[src/rtl/chain_gap_cost.sv]
// Chaining gap cost: scores a (dr, dq) anchor gap through a three-stage
// valid/ready pipeline; unchainable pairs flow through flagged as rejected.
module chain_gap_cost #(
  parameter int unsigned MAX_DIST  = 5000,
  parameter int unsigned BW        = 500,
  parameter int unsigned Q_SPAN    = 15,
  parameter int unsigned SPAN_COEF = 64
) (
  input  logic        clk,
  input  logic        rst,
  input  logic        in_valid,
  output logic        in_ready,
  input  logic [31:0] in_dr,
  input  logic [31:0] in_dq,
  output logic        out_valid,
  input  logic        out_ready,
  output logic [31:0] out_score,
  output logic        out_reject
);

  localparam int unsigned W  = 32;
  localparam int unsigned LW = 5;
  localparam logic signed [W-1:0] MAX_DIST_S = W'(MAX_DIST);
  localparam logic signed [W-1:0] Q_SPAN_S   = W'(Q_SPAN);
  localparam logic        [W-1:0] BW_U       = W'(BW);
  localparam logic        [15:0]  COEF       = 16'(SPAN_COEF);
  localparam logic        [W-1:0] REJ_SCORE  = 32'h8000_0000;

  // Stage registers
  logic                s1_v_q, s1_v_d, s2_v_q, s2_v_d, s3_v_q, s3_v_d;
  logic [W-1:0]        s1_dd_q, s1_dd_d;
  logic signed [W-1:0] s1_min_q, s1_min_d;
  logic                s1_rej_q, s1_rej_d;
  logic [LW-1:0]       s2_log_q, s2_log_d;
  logic [W-1:0]        s2_lin_q, s2_lin_d;
  logic signed [W-1:0] s2_sc_q, s2_sc_d;
  logic                s2_rej_q, s2_rej_d;
  logic [W-1:0]        s3_score_q, s3_score_d;
  logic                s3_rej_q, s3_rej_d;

  logic         s1_rdy_c, s2_rdy_c, s3_rdy_c;
  logic [W:0]   diff_c, mag_c;
  logic [W-1:0] dd_c, gap_c;
  logic [LW-1:0] log_c;

  // A stage loads when empty or when its occupant moves on this cycle
  assign s3_rdy_c = !s3_v_q || out_ready;
  assign s2_rdy_c = !s2_v_q || s3_rdy_c;
  assign s1_rdy_c = !s1_v_q || s2_rdy_c;
  assign in_ready = !rst && s1_rdy_c;

  // Sign-extended difference; its magnitude always fits 32 bits, saturate anyway
  assign diff_c = {in_dr[W-1], in_dr} - {in_dq[W-1], in_dq};
  assign mag_c  = diff_c[W] ? (~diff_c + 1'b1) : diff_c;
  assign dd_c   = mag_c[W] ? '1 : mag_c[W-1:0];

  // Leading-one position; stays 0 for dd = 0
  always_comb begin
    log_c = '0;
    for (int i = 0; i < int'(W); i++) begin
      if (s1_dd_q[i]) log_c = LW'(i);
    end
  end

  assign gap_c = s2_lin_q + W'(s2_log_q >> 1);

  always_comb begin
    s1_v_d     = s1_v_q;
    s1_dd_d    = s1_dd_q;
    s1_min_d   = s1_min_q;
    s1_rej_d   = s1_rej_q;
    s2_v_d     = s2_v_q;
    s2_log_d   = s2_log_q;
    s2_lin_d   = s2_lin_q;
    s2_sc_d    = s2_sc_q;
    s2_rej_d   = s2_rej_q;
    s3_v_d     = s3_v_q;
    s3_score_d = s3_score_q;
    s3_rej_d   = s3_rej_q;

    if (s1_rdy_c) begin
      s1_v_d   = in_valid;
      s1_dd_d  = dd_c;
      s1_min_d = ($signed(in_dr) < $signed(in_dq)) ? $signed(in_dr) : $signed(in_dq);
      s1_rej_d = ($signed(in_dq) <= 0) || ($signed(in_dq) > MAX_DIST_S) ||
                 ($signed(in_dr) <= 0) || (dd_c > BW_U);
    end

    if (s2_rdy_c) begin
      s2_v_d   = s1_v_q;
      s2_log_d = log_c;
      s2_lin_d = (W'(s1_dd_q[15:0]) * W'(COEF)) >> 8;
      s2_sc_d  = (s1_min_q < Q_SPAN_S) ? s1_min_q : Q_SPAN_S;
      s2_rej_d = s1_rej_q;
    end

    if (s3_rdy_c) begin
      s3_v_d     = s2_v_q;
      s3_rej_d   = s2_rej_q;
      s3_score_d = s2_rej_q ? REJ_SCORE : ($unsigned(s2_sc_q) - gap_c);
    end
  end

  always_ff @(posedge clk) begin
    if (rst) begin
      s1_v_q     <= 1'b0;
      s1_dd_q    <= '0;
      s1_min_q   <= '0;
      s1_rej_q   <= 1'b0;
      s2_v_q     <= 1'b0;
      s2_log_q   <= '0;
      s2_lin_q   <= '0;
      s2_sc_q    <= '0;
      s2_rej_q   <= 1'b0;
      s3_v_q     <= 1'b0;
      s3_score_q <= '0;
      s3_rej_q   <= 1'b0;
    end else begin
      s1_v_q     <= s1_v_d;
      s1_dd_q    <= s1_dd_d;
      s1_min_q   <= s1_min_d;
      s1_rej_q   <= s1_rej_d;
      s2_v_q     <= s2_v_d;
      s2_log_q   <= s2_log_d;
      s2_lin_q   <= s2_lin_d;
      s2_sc_q    <= s2_sc_d;
      s2_rej_q   <= s2_rej_d;
      s3_v_q     <= s3_v_d;
      s3_score_q <= s3_score_d;
      s3_rej_q   <= s3_rej_d;
    end
  end

  assign out_valid  = s3_v_q;
  assign out_score  = s3_score_q;
  assign out_reject = s3_rej_q;

endmodule

[config.mk]
export PLATFORM = sky130hd
export DESIGN_NAME = chain_gap_cost
export DESIGN_NICKNAME = d
export VERILOG_FILES = /design/src/rtl/chain_gap_cost.sv
export SDC_FILE = /design/constraint.sdc
export NUM_CORES = 1
export LEC_CHECK = 0
export CAP_MARGIN = 20
export CORE_MARGIN = 2
export CORE_UTILIZATION = 55
export DETAILED_ROUTE_END_ITERATION = 8
export GPL_TIMING_DRIVEN = 0
export PLACE_DENSITY = 0.73
export SLEW_MARGIN = 20
export SYNTH_ARGS = -nofsm -noshare
export SYNTH_HDL_FRONTEND = slang
export SYNTH_SLANG_ARGS = --single-unit
[constraint.sdc]
create_clock -name clk -period 6.15 [get_ports clk]
set_clock_uncertainty 0.2 [all_clocks]
set_input_delay 1.23 -clock clk [delete_from_list [all_inputs] [get_ports clk]]
set_output_delay 1.23 -clock clk [all_outputs]
set_load 0.005 [all_outputs]
==> impl_metrics.ini, run 1 <==
[floorplanning]
core_area_um2 = 18800
start_util = 0.566
die_x_um = 143
num_io_pins = 103
rows = 50
die_area_um2 = 20500
chipHeight_um = 143

[setup_path]
crit_chain = clkdlybuf4s50_1 > inv_1 > ha_1 > fa_1 > nand2b_1 > a21oi_1 > o21ai_4 > o21ba_2 > a211oi_1 > nor4_4 > buf_4 > a31oi_1 > xnor2_1 > a2111oi_0 > nand4_1 > nor4_1 > a21oi_1
ff2ff_setup_slack_ns = 1.85
cpLargestDelayFamily = compound AO/OA/AOI/OAI gates
end_kind = flop
rr_worst_depth = 16
worstSetupPathType = in2reg
worst_path_most_repeated_cell = a21oi_1
startpoint = in_dr[0]
crit_fanout = 7
arrival_ns = 6.09
cpPeakStageDelay_ns = 0.72
path_buf_inv = 3
rr_endpoint = out_score[31]
crit_cells = 17
cp.required_ns = 6.25
cp-start-kind = primary input
worstReg2RegStart = s2_log_q[1]
slowest_stage = a211oi_1
worstSetupEndpoint = s1_rej_q

[synthesis]
syn-num-nets = 1544
synth_xor_area_frac = 0.0551
syn_inst = 1409
synth_edf_count = 0
async_flop_share = 0
ys_ff_latch = 150
synth-compound-area-share = 0.264
synth.avg_cell_area_um2 = 7.56
synthFlopType = dfxtp_1
ys_seq_area_frac = 0.282
synth.distinct_cells = 82
syn-cell-area_um2 = 10700
synth-simple-area-share = 0.253
synth_top_family_by_area = compound AO/OA/AOI/OAI gates
synth.mux.area_fraction = 0.00599
synth_fa_ha_area_frac = 0.0822
ys_warn_count = 0

[run_status]
outcome = completed

[timing]
finalHoldViolations = 0
setup_viol = 0
min_period_ns = 5.99
slew_violations = 0
post-route-period-util = 0.974
max-slew-margin-rel = 0.242
tns_ns = 0
rsz0062_at_grt = false
fmax_mhz = 167
worst_slew_pin_slew_ns = 1.13

[place]
dp_hpwl_um = 25600
globalplace.congestion = 0.971
port_buffers = 101
place_area_um2 = 12000

[global_routing]
grt_max_degree = 17
gr-usage-all-layers = 0.312
grt_pass1_vias = 10100
overflow = 0
grt_pass1_wl_um = 51200
grt_antenna_before_repair = 0

[layout]
seq_area_um2 = 3000
fillCellCount = 1654
num_antenna_cells = 0
fin_area_um2 = 12700
fin_nets = 1672
multiInputGateArea_um2 = 7130
drive_above_1_share = 0.0568
syn_to_final_growth_pct = 19.3

[route]
drtIter0Drc = 863
wirelength_um = 32200
viasPerCell = 6.05
vias = 10900
ant_nets = 0
drc = 0
drt-wirelength-per-cell_um = 17.8
drtPass1Iterations = 7

[clocking]
cts_root_buf = clkbuf_16
clk_latency_ns = 0.43
htreeDepth = 4
cts_tree = yes
postCtsHoldBufs = 0
cts_made_buffers = 17
clock-sinks = 150
clk_path_buf_depth = 2
path_clk_slew_ns = 0.06

[power_and_ir_drop]
p_leak_nw = 5.08
peakVddDrop_v = 0.000179
powerDensity_nw_per_um2 = 288

[min_path]
min_path_type = reg2reg

[job]
drv_cap = 0
-- worst min-delay path: stages, from the launching register on --
cell and delay [ns]:
dfxtp_1 0.31, nand2_1 0.05, a21oi_1 0.05
-- routing by layer --
metal,vias up,global-route usage,part of all wire
met5,-,0,0
met1,5060,0.396,0.43
li1,5349,-,-
met4,0,0.0969,0.032
met3,94,0.0382,0.056
met2,433,0.550,0.48
-- layout by cell type, fill, tap and decap left out, types with 17 or more instances in the layout --
cell and count:
a211oi_1 50, a21oi_1 135, a22o_1 17, clkbuf_1 65
clkbuf_16 17, clkdlybuf4s50_1 101, dfxtp_1 150, ha_1 62
inv_1 89, nand2_1 135, nand3b_1 28, nor2_1 209
nor3_1 38, nor4_1 27, o21ai_0 31, xnor2_1 41
xor2_1 26
-- repair_timing --
action                                  4_1_cts  5_1_grt
gates resized for setup                       4       11
setup buffers                                 3        5
endpoints found under the setup margin        1        2
pin swaps                                     2        2
-- logic make-up (layout without fill, tap and decap cells) --
logic type	count (synthesis)	count (layout)
compound gates	399	399
xor+xnor	67	67
fa+ha+maj	67	67
buf+inv	161	301
flops	150	150
mux	6	6
simple gates	559	559
-- cell type report --
cell class | instances | share of cell area
flip-flops and latches | 150 | 0.236
inverters | 89 | 0.0263
multi-input cells | 1098 | 0.561
plain buffers | 72 | 0.0225
well taps | 260 | 0.0256
clock inverters | 14 | 0.0106
repair buffers | 109 | 0.0843
clock buffers | 17 | 0.0335
-- synth_stat cells, types with 17 or more instances --
library cell | number | area share
clkbuf_1 | 66 | 0.023
nor2_1 | 209 | 0.074
nor4_1 | 30 | 0.018
ha_1 | 62 | 0.073
nand2_1 | 135 | 0.048
nand3b_1 | 28 | 0.020
dfxtp_1 | 150 | 0.28
xor2_1 | 26 | 0.021
a21oi_1 | 135 | 0.063
o21ai_0 | 31 | 0.015
inv_1 | 89 | 0.031
nor3_1 | 39 | 0.018
xnor2_1 | 41 | 0.034
a211oi_1 | 50 | 0.035
a22o_1 | 17 | 0.014
-- report_power, final --
group	leakage (nW)	internal (mW)	switching (mW)
Sequential	1.24	1.12	0.0983
Clock	0.270	0.534	0.454
Combinational	3.57	0.653	0.806
-- metrics by stage --
stage	power, mW	instances	setup slack (ns)	hold WS, ns	utilization
2_1_floorplan	2.19	1409	0.878	0.232	-
3_3_place_gp	2.63	1770	-0.650	0.240	0.637
6_report	3.66	1809	0.157	0.254	0.675
4_1_cts	3.64	1804	0.0114	0.255	0.669
3_5_place_dp	2.65	1770	-0.723	0.247	0.637
5_1_grt	3.88	1809	0.0195	0.275	0.675
-- registers in the layout (all words and copies together), names as in the netlist --
name	flops
out_score	32
out_reject	1
s2_v_q	1
s2_log_q	4
s2_sc_q	32
s1_v_q	1
s1_dd_q	30
s1_rej_q	1
s1_min_q	32
s2_rej_q	1
out_valid	1
s2_lin_q	14
-- worst min-delay path by stage --
stage / slack, ns / start / cells past startpoint / endpoint
floorplan: 0.23 / s2_lin_q[0] / 2 / s2_lin_q[0]
global placement: 0.24 / out_reject / 2 / out_reject
detailed placement: 0.25 / s2_lin_q[0] / 2 / s2_lin_q[0]
CTS: 0.25 / s2_lin_q[0] / 2 / s2_lin_q[0]
global route: 0.28 / s2_lin_q[6] / 2 / s2_lin_q[6]
finish: 0.25 / s2_sc_q[13] / 2 / s2_sc_q[13]
Power figures use the tool's default switching activity.
==> run 2, diff against run 1 <==
--- a/config.mk
+++ b/config.mk
@@ -6,11 +6,13 @@
 export NUM_CORES = 1
 export LEC_CHECK = 0
 export CAP_MARGIN = 20
+export CELL_PAD_IN_SITES_DETAIL_PLACEMENT = 1
+export CELL_PAD_IN_SITES_GLOBAL_PLACEMENT = 2
 export CORE_MARGIN = 2
-export CORE_UTILIZATION = 55
+export CORE_UTILIZATION = 34
 export DETAILED_ROUTE_END_ITERATION = 8
 export GPL_TIMING_DRIVEN = 0
-export PLACE_DENSITY = 0.73
+export PLACE_DENSITY = 0.77
 export SLEW_MARGIN = 20
 export SYNTH_ARGS = -nofsm -noshare
 export SYNTH_HDL_FRONTEND = slang
==> run 2 against run 1 <==
Power is 3.2% higher. Worst setup slack better by 0.11 ns. Count of clock-buffer cells in the layout is 4 higher. Register-to-register slack worse by 0.16 ns. Die area is 60% higher. Via count is 2.2% lower. Maximum frequency is 1.8% higher. Final cell count is 7.8% higher. Routed wire length is 20% higher. Critical path depth stayed put. Critical endpoint unchanged.
==> impl_metrics.ini, run 2 (same netlist as run 1, synthesis figures left out) <==
[setup_path]
cp.required_ns = 6.26
end_kind = flop
cp-start-kind = primary input
worstSetupPathType = in2reg
worstReg2RegStart = s2_log_q[1]
crit_fanout = 6
arrival_ns = 6.00
startpoint = in_dr[0]

[timing]
finalHoldViolations = 0
max-slew-margin-rel = 0.355
post-route-period-util = 0.957
setup_viol = 0
fmax_mhz = 170
worst_slew_pin_slew_ns = 0.961
setup_ws_ns = 0.263
min_period_ns = 5.89
tns_ns = 0
slew_violations = 0
rsz0062_at_grt = false

[global_routing]
grt_pass1_vias = 10900
grt_pass1_wl_um = 60400
gr-usage-all-layers = 0.234
grt_max_degree = 17
grt_antenna_before_repair = 0
overflow = 0

[route]
drc = 0
drtPass1Iterations = 5
vias = 10700
drt-wirelength-per-cell_um = 19.7
wirelength_um = 38500
drtIter0Drc = 355
viasPerCell = 5.48
ant_nets = 0

[clocking]
clock-sinks = 150
path_clk_slew_ns = 0.06
clk_path_buf_depth = 2
cts_root_buf = clkbuf_16
htreeDepth = 4
clk_latency_ns = 0.43
cts_made_buffers = 17
cts_tree = yes

[floorplanning]
num_io_pins = 103
chipHeight_um = 181
die_area_um2 = 32800
core_area_um2 = 30700
die_x_um = 181
start_util = 0.346
rows = 64

[job]
drv_cap = 0

[power_and_ir_drop]
powerDensity_nw_per_um2 = 291
p_leak_nw = 5.13
peakVddDrop_v = 0.000197

[place]
port_buffers = 101
place_area_um2 = 12200
pre_cts_slack_ns = -0.953
dp_hpwl_um = 31800
globalplace.congestion = 0.908

[layout]
layout_commonest_cell = nor2_1
final_cell_mix = nor2_1 (209), dfxtp_1 (150), nand2_1 (135), a21oi_1 (134), clkdlybuf4s50_1 (101)
syn_to_final_growth_pct = 22.0
drive_above_1_share = 0.0624
num_antenna_cells = 0
fin_area_um2 = 13000
fin_nets = 1676

[min_path]
worstHoldStart = s2_lin_q[2]
min_path_type = reg2reg

[run_status]
outcome = completed
-- run 2: cell types whose count changed in the layout (fill, tap and decap cells not counted), moves of 2 or more --
cell       delta
inv_6         -5
buf_4         +4
clkbuf_8      +3
clkinv_2      +3
inv_8         -3
bufinv_16     +2
nor4b_2       -2
nor4b_4       +2
-- run 2: layout make-up --
type	instances	area (um2)
Fill cell	3802	17700
Multi-Input combinational cell	1098	7190
Sequential cell	150	3000
Timing Repair Buffer	113	1100
Tap cell	396	495
Clock buffer	21	470
Inverter	89	334
Buffer	72	288
Clock inverter	11	124
-- run 2: worst paths after layout --
path	slack (ns)	end	depth (start not counted)
min	0.26	s2_lin_q[2]	2
max	0.26	s1_rej_q	17
max reg2reg	1.69	out_score[31]	16
min reg2reg	0.26	s2_lin_q[2]	2
-- run 2: routing by layer --
layer  part of all wire  vias to the layer above  global-route usage
met5                  0                        -                   0
met4              0.018                        0              0.0634
met3              0.020                       39              0.0196
met2               0.50                      155               0.427
met1               0.46                     5151               0.295
li1                   -                     5349                   -
-- run 2: power breakdown --
part | total [mW] | internal (mW) | switching (mW)
Sequential | 1.22 | 1.12 | 0.105
Clock | 1.05 | 0.629 | 0.419
Combinational | 1.51 | 0.661 | 0.848
-- run 2: critical path: stages --
cell	delay [ns]
clkdlybuf4s50_1	0.68
inv_1	0.09
ha_1	0.24
fa_1	0.40
nand2b_1	0.22
a21o_1	0.26
a211oi_4	0.37
nor4b_4	0.31
nand4_1	0.13
buf_4	0.22
nor4_4	0.39
and2_1	0.30
o32ai_1	0.12
a2111oi_0	0.35
nand4_1	0.25
nor4_2	0.34
a21oi_1	0.10
-- run 2: per-stage QoR --
step	std cells	power, mW	hold slack (ns)	utilization
2_1_floorplan	1409	2.19	0.232	-
3_3_place_gp	1906	2.69	0.241	0.395
3_5_place_dp	1907	2.73	0.251	0.396
4_1_cts	1947	3.80	0.258	0.419
5_1_grt	1950	4.03	0.275	0.423
6_report	1950	3.78	0.256	0.423
-- run 2: what timing repair did --
item | in CTS | in global routing
hold endpoints to repair | 0 | 0
endpoints found under the setup margin | 24 | 6
pin swaps | 2 | 1
buffers inserted | 8 | 3
gates resized for setup | 11 | 14
hold buffers | 0 | 0
